**config.mk**
```make
export PLATFORM = sky130hd
export DESIGN_NAME = hsiao_secded_decoder_pipe
export DESIGN_NICKNAME = d
export VERILOG_FILES = /design/src/rtl/hsiao_secded_decoder_pipe_pkg.sv /design/src/rtl/hsiao_secded_decoder_pipe_syndrome_calc.sv /design/src/rtl/hsiao_secded_decoder_pipe.sv
export SDC_FILE = /design/constraint.sdc
export NUM_CORES = 1
export LEC_CHECK = 0
export ABC_AREA = 1
export BUFFER_PORTS_ARGS = -buffer_cell sky130_fd_sc_hd__buf_2
export CORE_MARGIN = 2
export CORE_UTILIZATION = 45
export CTS_CLUSTER_DIAMETER = 50
export DETAILED_ROUTE_END_ITERATION = 10
export PLACE_DENSITY = 0.77
export SLEW_MARGIN = 5
export SYNTH_ARGS = -nofsm -noshare
export SYNTH_HDL_FRONTEND = slang
export SYNTH_HIERARCHICAL = 1
export SYNTH_SLANG_ARGS = --single-unit
```
**constraint.sdc**
```tcl
create_clock -name clk -period 4.9 [get_ports clk]
set_input_delay 0.245 -clock clk [delete_from_list [all_inputs] [get_ports clk]]
set_output_delay 0.245 -clock clk [all_outputs]
set_load 0.01 [all_outputs]
```
**src/rtl/hsiao_secded_decoder_pipe_pkg.sv**
```systemverilog
// Hsiao SECDED code helpers: check-bit count, H-matrix columns and row masks.
package hsiao_pkg;

    // Data columns are odd-weight vectors of at least this weight, so they
    // can never collide with a check-bit column (weight 1) or zero.
    localparam int MIN_COL_WEIGHT = 3;
    localparam int MAX_CHK_W      = 8;

    function automatic int popcnt(input logic [MAX_CHK_W-1:0] v);
        int n;
        n = 0;
        for (int i = 0; i < MAX_CHK_W; i++) n += int'(v[i]);
        return n;
    endfunction

    // Smallest r whose odd-weight (>=3) vector count, 2^(r-1) - r, covers data_w.
    function automatic int chk_w(input int data_w);
        int r;
        r = MIN_COL_WEIGHT;
        while (((1 << (r - 1)) - r) < data_w) r++;
        return r;
    endfunction

    // Column k: k-th odd-weight (>=3) vector ordered by weight, then value.
    function automatic logic [MAX_CHK_W-1:0] hcol(input int k, input int cw);
        logic [MAX_CHK_W-1:0] col;
        int n;
        col = '0;
        n   = 0;
        for (int w = MIN_COL_WEIGHT; w <= cw; w += 2) begin
            for (int v = 0; v < (1 << cw); v++) begin
                if (popcnt(8'(v)) == w) begin
                    if (n == k) col = 8'(v);
                    n++;
                end
            end
        end
        return col;
    endfunction

    // Row j of H over the data bits: bit k set when column k has bit j set.
    function automatic logic [63:0] row_mask(input int j, input int data_w, input int cw);
        logic [63:0]          m;
        logic [MAX_CHK_W-1:0] c;
        m = '0;
        for (int k = 0; k < data_w; k++) begin
            c    = hcol(k, cw);
            m[k] = c[j];
        end
        return m;
    endfunction

endpackage

```
**src/rtl/hsiao_secded_decoder_pipe_syndrome_calc.sv**
```systemverilog
// Combinational Hsiao syndrome: s[j] = chk[j] ^ parity(data & row j of H).
// With i_chk tied to zero the output is the encoder's check-bit vector.
module hsiao_syndrome_calc
    import hsiao_pkg::*;
#(
    parameter int DATA_W = 32,
    parameter int CHK_W  = chk_w(DATA_W)
) (
    input  logic [DATA_W-1:0] i_data,
    input  logic [CHK_W-1:0]  i_chk,
    output logic [CHK_W-1:0]  o_syn
);

    for (genvar j = 0; j < CHK_W; j++) begin : g_row
        localparam logic [63:0] MASK = row_mask(j, DATA_W, CHK_W);
        assign o_syn[j] = i_chk[j] ^ (^(i_data & MASK[DATA_W-1:0]));
    end

endmodule

```
**src/rtl/hsiao_secded_decoder_pipe.sv**
```systemverilog
// Two-stage Hsiao SECDED decoder with valid/ready flow control and
// saturating sec/ded event counters.
// Optional macro HSIAO_ERR_LOG_EN adds a first-error capture (log_* ports).
module hsiao_secded_decoder_pipe
    import hsiao_pkg::*;
#(
    parameter  int DATA_W = 32,
    parameter  int CNT_W  = 16,
    localparam int CHK_W  = chk_w(DATA_W),
    localparam int CODE_W = DATA_W + CHK_W
) (
    input  logic              clk,
    input  logic              rst_n,
    input  logic              in_valid,
    output logic              in_ready,
    input  logic [CODE_W-1:0] in_code,
    output logic              out_valid,
    input  logic              out_ready,
    output logic [DATA_W-1:0] out_data,
    output logic              out_sec,
    output logic              out_ded,
    output logic [CHK_W-1:0]  out_syndrome,
    input  logic              cnt_clear,
`ifdef HSIAO_ERR_LOG_EN
    output logic              log_valid,
    output logic [CHK_W-1:0]  log_syndrome,
    output logic              log_ded,
`endif
    output logic [CNT_W-1:0]  sec_count,
    output logic [CNT_W-1:0]  ded_count
);

    // Per-stage valid bits: [1] = S1 (syndrome), [2] = S2 (corrected output).
    logic [2:1]        r_vld_pipe;
    logic [DATA_W-1:0] r_s1_data;
    logic [CHK_W-1:0]  r_s1_syn;
    logic [DATA_W-1:0] r_s2_data;
    logic              r_s2_sec;
    logic              r_s2_ded;
    logic [CHK_W-1:0]  r_s2_syn;
    logic [CNT_W-1:0]  r_sec_cnt;
    logic [CNT_W-1:0]  r_ded_cnt;

    logic [CHK_W-1:0]  w_syn;
    logic [DATA_W-1:0] w_match;
    logic              w_sec;
    logic              w_ded;
    logic              w_s2_adv;
    logic              w_s1_adv;
    logic              w_out_xfer;

    hsiao_syndrome_calc #(.DATA_W(DATA_W), .CHK_W(CHK_W)) u_syn (
        .i_data (in_code[DATA_W-1:0]),
        .i_chk  (in_code[CODE_W-1:DATA_W]),
        .o_syn  (w_syn)
    );

    // One-hot match of the registered syndrome against each data column.
    for (genvar k = 0; k < DATA_W; k++) begin : g_col
        localparam logic [MAX_CHK_W-1:0] COL = hcol(k, CHK_W);
        assign w_match[k] = (r_s1_syn == COL[CHK_W-1:0]);
    end

    // Weight-1 syndrome is a check-bit hit: correctable, data untouched.
    assign w_sec = (|w_match) || $onehot(r_s1_syn);
    assign w_ded = (|r_s1_syn) && !w_sec;

    assign w_s2_adv   = !r_vld_pipe[2] || out_ready;
    assign w_s1_adv   = !r_vld_pipe[1] || w_s2_adv;
    assign w_out_xfer = r_vld_pipe[2] && out_ready;

    // S1: capture syndrome and raw data whenever the stage may move.
    always_ff @(posedge clk or negedge rst_n) begin
        if (!rst_n) begin
            r_vld_pipe[1] <= 1'b0;
            r_s1_data     <= '0;
            r_s1_syn      <= '0;
        end else if (w_s1_adv) begin
            r_vld_pipe[1] <= in_valid;
            if (in_valid) begin
                r_s1_data <= in_code[DATA_W-1:0];
                r_s1_syn  <= w_syn;
            end
        end
    end

    // S2: corrected data and flags; held while downstream stalls.
    always_ff @(posedge clk or negedge rst_n) begin
        if (!rst_n) begin
            r_vld_pipe[2] <= 1'b0;
            r_s2_data     <= '0;
            r_s2_sec      <= 1'b0;
            r_s2_ded      <= 1'b0;
            r_s2_syn      <= '0;
        end else if (w_s2_adv) begin
            r_vld_pipe[2] <= r_vld_pipe[1];
            if (r_vld_pipe[1]) begin
                r_s2_data <= r_s1_data ^ w_match;
                r_s2_sec  <= w_sec;
                r_s2_ded  <= w_ded;
                r_s2_syn  <= r_s1_syn;
            end
        end
    end

    // Saturating event counters; clear beats a same-cycle increment.
    always_ff @(posedge clk or negedge rst_n) begin
        if (!rst_n) begin
            r_sec_cnt <= '0;
            r_ded_cnt <= '0;
        end else if (cnt_clear) begin
            r_sec_cnt <= '0;
            r_ded_cnt <= '0;
        end else begin
            if (w_out_xfer && r_s2_sec && (r_sec_cnt != '1)) r_sec_cnt <= r_sec_cnt + 1'b1;
            if (w_out_xfer && r_s2_ded && (r_ded_cnt != '1)) r_ded_cnt <= r_ded_cnt + 1'b1;
        end
    end

`ifdef HSIAO_ERR_LOG_EN
    logic             r_log_vld;
    logic [CHK_W-1:0] r_log_syn;
    logic             r_log_ded;

    // Capture the first erroneous output word; sticky until cnt_clear.
    always_ff @(posedge clk or negedge rst_n) begin
        if (!rst_n) begin
            r_log_vld <= 1'b0;
            r_log_syn <= '0;
            r_log_ded <= 1'b0;
        end else if (cnt_clear) begin
            r_log_vld <= 1'b0;
            r_log_syn <= '0;
            r_log_ded <= 1'b0;
        end else if (w_out_xfer && (r_s2_sec || r_s2_ded) && !r_log_vld) begin
            r_log_vld <= 1'b1;
            r_log_syn <= r_s2_syn;
            r_log_ded <= r_s2_ded;
        end
    end

    assign log_valid    = r_log_vld;
    assign log_syndrome = r_log_syn;
    assign log_ded      = r_log_ded;
`endif

    assign in_ready     = w_s1_adv;
    assign out_valid    = r_vld_pipe[2];
    assign out_data     = r_s2_data;
    assign out_sec      = r_s2_sec;
    assign out_ded      = r_s2_ded;
    assign out_syndrome = r_s2_syn;
    assign sec_count    = r_sec_cnt;
    assign ded_count    = r_ded_cnt;

endmodule

```
-- Yosys cells after proc, flatten, opt, wreduce, memory -nomap -nowiden
Cells that the tools add are included.
- bits in registers: 114
- input bits: 44
- word-level logic and storage cells: 90
- add/subtract/negate cells: 8
- equal/unequal tests: 35
- multiplexer cells: 4
- bitwise operators: 8
- reductions and logical operators: 25
- operator list (cell ; count):
    XOR reduction 32 bit ; 7
    equality test 7 bit, second input constant ; 12
    equality test 7 x 6 -> 1 bit, second input constant ; 10
    two-way mux 16 bit ; 4
    equality test 7 x 5 -> 1 bit, second input constant ; 6
    adder 16 x 1 -> 16 bit, second input constant ; 2
    inequality test 16 bit, second input constant ; 2
    OR reduction 32 bit ; 1
    XOR 32 bit ; 1
    equality test 7 x 4 -> 1 bit, second input constant ; 3
    equality test 7 x 3 -> 1 bit, second input constant ; 1
    OR reduction 7 bit ; 1
    XOR 1 bit ; 7
    adder 1 x 1 -> 2 bit ; 3
    logical AND 1 bit ; 6
    AND reduction 2 bit ; 2
    nonzero test 2 bit ; 2
    adder 2 x 1 -> 3 bit ; 1
    adder 2 x 2 -> 3 bit ; 1
    adder 3 bit ; 1
    equality test 3 x 1 -> 1 bit, second input constant ; 1
    zero test 1 bit ; 3
    logical OR 1 bit ; 3

-- Logic depth before layout (Yosys ltp)
Gate-level depths: netlist of run 1.
- word-level depth: 7
- mapped depth: 14

-- Hierarchy
The synthesis of run 1 kept the hierarchy.
- by module, submodules not included (module ; instances ; cells an instance ; area an instance (µm²) ; sequential area each (µm²)):
    hsiao_secded_decoder_pipe ; 1 ; 679 ; 5798.1 ; 2852.7
    hsiao_syndrome_calc ; 1 ; 272 ; 1316.3 ; 0.0

-- Least setup slack after synthesis of run 1
No wires, ideal clock.
- path kind: register to register
- from: register r_s1_syn[3]
- to: register r_s2_sec, in the netlist out_sec
- setup time: 0.116 ns
- arrival: 2.865 ns
- data required time: 4.784 ns
- setup slack: 1.919 ns
- cell stages (with the launch flop): 14
- period minus slack after synthesis: 2.981 ns
- cells stage by stage: dfrtp_1 > inv_2 > buf_6 > fa_1 > fa_1 > inv_1 > fa_1 > fa_1 > nand3b_1 > nand4_1 > nor2_1 > nand3_1 > nand2_1 > nand2_1
- longest elaborated chain between the ends: 5
- ends and longest elaborated chain (what ; line ; RTL):
    start: declaration ; hsiao_secded_decoder_pipe.sv:36 ; logic [CHK_W-1:0] r_s1_syn;
    start signal: assignment ; hsiao_secded_decoder_pipe.sv:82 ; r_s1_syn <= w_syn;
    adder 1 x 1 -> 2 bit (implied by the code) ; hsiao_secded_decoder_pipe.sv:65 ; assign w_sec = (|w_match) || $onehot(r_s1_syn);
    adder 2 x 2 -> 3 bit (implied by the code) ; hsiao_secded_decoder_pipe.sv:65 ;
    adder 3 bit (implied by the code) ; hsiao_secded_decoder_pipe.sv:65 ;
    equality test 3 x 1 -> 1 bit ; hsiao_secded_decoder_pipe.sv:65 ;
    logical OR 1 bit * ; hsiao_secded_decoder_pipe.sv:65 ;
    end signal: assignment ; hsiao_secded_decoder_pipe.sv:99 ; r_s2_sec <= w_sec;
    end: declaration ; hsiao_secded_decoder_pipe.sv:38 ; logic r_s2_sec;
Mark *: on every way between the ends. The rest lies on a longest branch, timed or not.
A chain may end at the register's enable or synchronous reset.

-- Final worst setup path of run 1
Ends and elaborated chain as after synthesis.

==> reports/results.ini, run 1 <==
[placed_design]
hpwl_mm = 13.0
place_ws_ns = 1.70
port_buffers = 118
gp_congestion = 0.914

[setup_path]
crit_path_start_kind = flip-flop
r2r-start = r_s1_syn[3]
crit_chain = inv_2 > fa_1 > fa_1 > inv_1 > fa_1 > fa_1 > nand3b_1 > nand4_1 > nor2_1 > nand3_1 > nand2_1 > nand2_1
crit_path_top_delay_cell = fa_1
cpMostUsedCell = fa_1
worstPathArrival_ns = 3.52
crit_path_end = out_sec
worstSetupPathType = reg -> reg
rrSetupSlack_ns = 1.68
ff2ff_path_depth = 12
cp-end-kind = flip-flop
worstPathRequired_ns = 5.20
slowest_delay_ns = 0.50
startpoint = r_s1_syn[3]
reg2reg_to = out_sec
crit_fanout = 12

[power_and_ir_drop]
p_int_mw = 2.41
vdd_ir_drop_max_mv = 0.253
seqPwrFrac_pct = 34.8
p_sw_share_pct = 33.5
p_per_area_mw_per_mm2 = 423
p_leak_nw = 4.46
clkPwrFrac_pct = 38.2
p_sw_mw = 1.21
combPwrFrac_pct = 27.0

[synthesis]
yosysUniqueCellTypes = 40
syn_nets = 1005
synth_flop_cell = dfrtp_1
postSynthAreaPerCell_um2 = 7.48
synth_edf_count = 0
ys_top_cells_by_area = dfrtp_1 40%, nand2_1 14%, xor2_1 7.1%
syn_inst = 951
yosys_warnings = 6
async_reset_ff_share_pct = 100
post-synth-top-area-fraction_pct = 40.1
synth_area_leader_cell = dfrtp_1
syn_area_mm2 = 0.00711
ys_seq_area_share_pct = 40.1
ys_ff_latch = 114

[timing]
clock_skew_ns = 0.00761
finalCritPeriodShare_pct = 65.7
finalSetupViolations = 0
finalCriticalPeriod_ns = 3.22
slew_headroom_pct = 40.4
tightest_slew_ns = 0.893
hold_violations = 0
maxSlewViolCount = 0
fin_setup_tns_ns = 0
rsz0062_at_grt = false
setup_slack_ns = 1.68
clock.fmax_ghz = 0.311

[final_layout]
nets = 1123
fillers = 1426
final_cell_mix = 265 x nand2_1, 117 x buf_2, 114 x dfrtp_1
antenna_cells = 0
area_delta_synth_final_pct = 20.2
utilization_pct = 55.9
drive_gt1_share_pct = 20.5
layout_commonest_cell = nand2_1

[floorplan]
rows = 45
die_x_um = 130
die_area_mm2 = 0.0168
core_area_mm2 = 0.0153
io_pins = 119
die_height_um = 130
start_util_pct = 46.5

[global_route]
grt_pass1_vias = 5907
grt-ovfl-total = 0
grt_max_degree = 69
antenna_found_initial = 0
grt_first_pass_wirelength_mm = 28.3
grt_usage_pct = 21.4

[route]
drt_drc_violations_left = 0
vias_per_cell = 5.01
drt_wl_total_mm = 17.4
dr.first_iter.drc_count = 416
top_layer_used = met4
wl_met3_mm = 1.17
wl_per_cell_um = 13.4
dr_total_vias = 6483
dr_wl_met2_mm = 7.99
dr.pass1.iters = 5
ant_nets = 0
wl_met1_mm = 7.92

[clocking]
numClockSinks = 114
h-tree-depth = 4
worstSkewPairLatency_ns = 0.41
numCtsBuffers = 17
cts-root-buf = clkbuf_16
cts.path.max_buffers = 2
path_clk_slew_ns = 0.06
tritoncts = yes

[run_status]
status = complete, no violations

[worst_hold_path]
hold_path_class = in -> reg

[flow_run]
cap_violations = 0

==> worst min-delay path by stage <==
| stage | startpoint | end | slack [ns] | depth (start not counted) |
|---|---|---|---|---|
| after CTS | cnt_clear | ded_count[3] | 0.11 | 2 |
| after global placement | rst_n | sec_count[2] | 0.41 | 1 |
| after floorplan | rst_n | ded_count[0] | -0.05 | 0 |
| final | in_code[26] | r_s1_data[26] | 0.12 | 2 |
| after detailed placement | rst_n | sec_count[2] | 0.42 | 1 |
| after global routing | cnt_clear | ded_count[3] | 0.12 | 2 |
==> flip-flops by register name (all words and copies together) (netlist names) <==
register / flops
out_ded: 1
r_vld_pipe: 1
r_s1_syn: 7
out_data: 32
sec_count: 16
out_syndrome: 7
out_sec: 1
out_valid: 1
ded_count: 16
r_s1_data: 32
==> Yosys cell counts, drive strengths merged, types with 11 or more instances <==
library cell and instances:
mux2 14, a21oi 45, buf 15, xor2 58
dfrtp 114, nor3 11, o21ai 59, nor2 103
inv 110, nand3 72, xnor2 20, nand2 283
==> logic make-up after synthesis <==
logic type	after synthesis	synth area share (%)
AO/OA/AOI/OAI	111	8.07
XOR/XNOR	78	9.60
adder cells (fa/ha/maj)	10	2.18
buffers and inverters	134	7.60
flip-flops	114	40.1
multiplexers	14	2.22
AND/OR/NAND/NOR	490	30.2
==> cell type report <==
class / count / area [um2] / share of cell area, %
well taps: 211 / 264 / 3.09
clock inverters: 14 / 225 / 2.63
repair buffers: 122 / 626 / 7.31
multi-input cells: 703 / 3730 / 43.6
clock buffers: 18 / 439 / 5.13
flip-flops and latches: 114 / 2850 / 33.3
inverters: 111 / 422 / 4.93
==> timing repair <==
action,4_1_cts,5_1_grt
hold endpoints to repair,38,0
gates resized for setup,0,0
buffers inserted,0,0
hold buffers,1,0
==> metrics by stage <==
step	cells	cell area [um2]	hold slack [ns]	total power, mW
after global routing	1293	8550	0.119	3.84
after CTS	1293	8550	0.107	3.64
after global placement	1260	7880	0.411	2.21
after detailed placement	1260	7880	0.420	2.25
after floorplan	951	7110	-0.0506	1.89
final	1293	8550	0.122	3.62
==> worst max-delay path: cells and delay by family, from the launching register on <==
family,cells,cell delay (ns)
flops,1,0.44
fa+ha+maj,4,1.83
buf+inv,2,0.29
simple gates,6,0.55
==> power groups by stage <==
| stage | Clock [mW] | Sequential, mW | Combinational (mW) |
|---|---|---|---|
| after floorplan | 0 | 1.30 | 0.592 |
| after global placement | 0 | 1.26 | 0.951 |
| after detailed placement | 0 | 1.27 | 0.975 |
| after CTS | 1.40 | 1.26 | 0.985 |
| after global routing | 1.45 | 1.28 | 1.11 |
| final | 1.38 | 1.26 | 0.978 |
==> per-layer routing <==
| layer | vias up | global-route usage, % |
|---|---|---|
| met2 | 225 | 34.6 |
| met4 | 0 | 6.39 |
| met5 | - | 0 |
| li1 | 3252 | - |
| met3 | 26 | 4.10 |
| met1 | 2980 | 29.3 |
Power figures use the tool's default switching activity.
==> run 2: changes to the inputs <==
==> constraint.sdc (replaced) <==
create_clock -name clk -period 3.15 [get_ports clk]
set_input_delay 0.1575 -clock clk [delete_from_list [all_inputs] [get_ports clk]]
set_output_delay 0.1575 -clock clk [all_outputs]
set_load 0.01 [all_outputs]
==> run 2 against run 1 <==
  * Cell count up 0.39%
  * Largest power group is now registers
  * Sequential power up 55%
  * Sequential share of layout area up 0.083 points
  * Power up 49%
  * Maximum frequency up 7.8%
  * Clock power up 37%
  * Die area unchanged
  * Register-to-register slack worse by 1.5 ns
  * Via count down 0.71%
  * Utilization down 0.14 points
==> reports/results.ini, run 2 (synthesis results as in run 1) <==
[floorplan]
io_pins = 119
rows = 45
core_area_mm2 = 0.0153
start_util_pct = 46.5
die_height_um = 130
die_area_mm2 = 0.0168
die_x_um = 130

[setup_path]
startpoint = r_s1_syn[3]
ff2ff_path_depth = 12
crit_family = adder cells
cp.depth = 12
worstPathArrival_ns = 3.30
crit_fanout = 6
worstSetupPathType = reg -> reg
path_buf_inv = 2
rrSetupSlack_ns = 0.16
crit_path_top_delay_cell = fa_1
reg2reg_to = out_sec
crit_path_end = out_sec
crit_chain = inv_2 > fa_1 > fa_1 > inv_1 > fa_1 > fa_1 > nand3b_1 > nand4_1 > nor2_2 > nand3_1 > nand2_1 > nand2_1
slowest_delay_ns = 0.49
worstPathRequired_ns = 3.46
r2r-start = r_s1_syn[3]
crit_path_start_kind = flip-flop
cpMostUsedCell = fa_1
cp-end-kind = flip-flop

[global_route]
antenna_found_initial = 0
grt_pass1_vias = 5843
grt_max_degree = 67
grt_usage_pct = 21.4
grt_first_pass_wirelength_mm = 28.1
grt-ovfl-total = 0

[timing]
tightest_slew_ns = 0.909
finalCritPeriodShare_pct = 94.8
slew_headroom_pct = 39.3
clock_skew_ns = 0.00633
clock.fmax_ghz = 0.335
fin_setup_tns_ns = 0
hold_violations = 0
rsz0062_at_grt = false
maxSlewViolCount = 0
finalSetupViolations = 0
finalCriticalPeriod_ns = 2.99

[clocking]
numCtsBuffers = 17
cts-root-buf = clkbuf_16
numClockSinks = 114
worstSkewPairLatency_ns = 0.42
cts.path.max_buffers = 2
tritoncts = yes
post-cts-setup-buffers = 0
h-tree-depth = 4
path_clk_slew_ns = 0.05

[route]
wl_per_cell_um = 13.3
dr_total_vias = 6437
dr.pass1.iters = 6
dr.first_iter.drc_count = 409
ant_nets = 0
vias_per_cell = 4.96
drt_drc_violations_left = 0
drt_wl_total_mm = 17.3

[final_layout]
final_cell_mix = 265 x nand2_1, 117 x buf_2, 114 x dfrtp_1
fillers = 1423
final_cells = 1298
antenna_cells = 0
drive_gt1_share_pct = 20.9
layout_commonest_cell = nand2_1
area_delta_synth_final_pct = 19.9
nets = 1128

[placed_design]
place_inst = 1264
port_buffers = 118
hpwl_mm = 13.1
gp_congestion = 0.917

[run_status]
status = complete, no violations

[power_and_ir_drop]
p_per_area_mw_per_mm2 = 630
finalPower_mw = 5.38
vdd_ir_drop_max_mv = 0.485
p_leak_nw = 4.45

[flow_run]
cap_violations = 0

[worst_hold_path]
hold_path_class = in -> reg

run 2: power breakdown:
part	internal (mW)	total, mW	leakage, nW	switching, mW
clock	1.20	1.89	0.277	0.692
sequential	1.75	1.95	1.41	0.202
combinational	0.575	1.53	2.77	0.959
run 2: per-layer routing:
layer  wire [um]  vias up  GRT usage, %
met3        1070       25          5.21
met5           0        -             0
met4         274        0          7.02
met2        8020      189          34.8
li1            -     3259             -
met1        7900     2964          28.2
run 2: worst min path at each step:
stage	startpoint	endpoint	slack, ns	cells after the start
floorplan	rst_n	ded_count[0]	-0.14	0
global placement	rst_n	sec_count[2]	0.22	1
detailed placement	rst_n	sec_count[2]	0.22	1
CTS	in_code[26]	r_s1_data[26]	0.02	2
global route	in_code[26]	r_s1_data[26]	0.03	2
finish	in_code[26]	r_s1_data[26]	0.03	2
run 2: stage by stage:
stage	setup WS, ns	hold WS [ns]	area, um2	util (%)
after floorplan	0.169	-0.138	7110	-
after global placement	0.240	0.215	7920	51.7
after detailed placement	0.189	0.225	7920	51.7
after CTS	0.167	0.0160	8530	55.7
after global routing	0.00110	0.0335	8530	55.7
final	0.163	0.0307	8530	55.7
run 2: cell type report:
class	count	area, um2	share of cell area (%)
Clock buffer	19	453	5.31
Clock inverter	13	135	1.58
Inverter	111	422	4.94
Multi-Input combinational cell	703	3730	43.7
Sequential cell	114	2850	33.4
Tap cell	211	264	3.09
Timing Repair Buffer	127	678	7.95
run 2: timing repair:
action,4_1_cts,5_1_grt
setup endpoints to repair,0,1
hold buffers,2,0
hold endpoints to repair,49,0
gates resized for setup,0,1
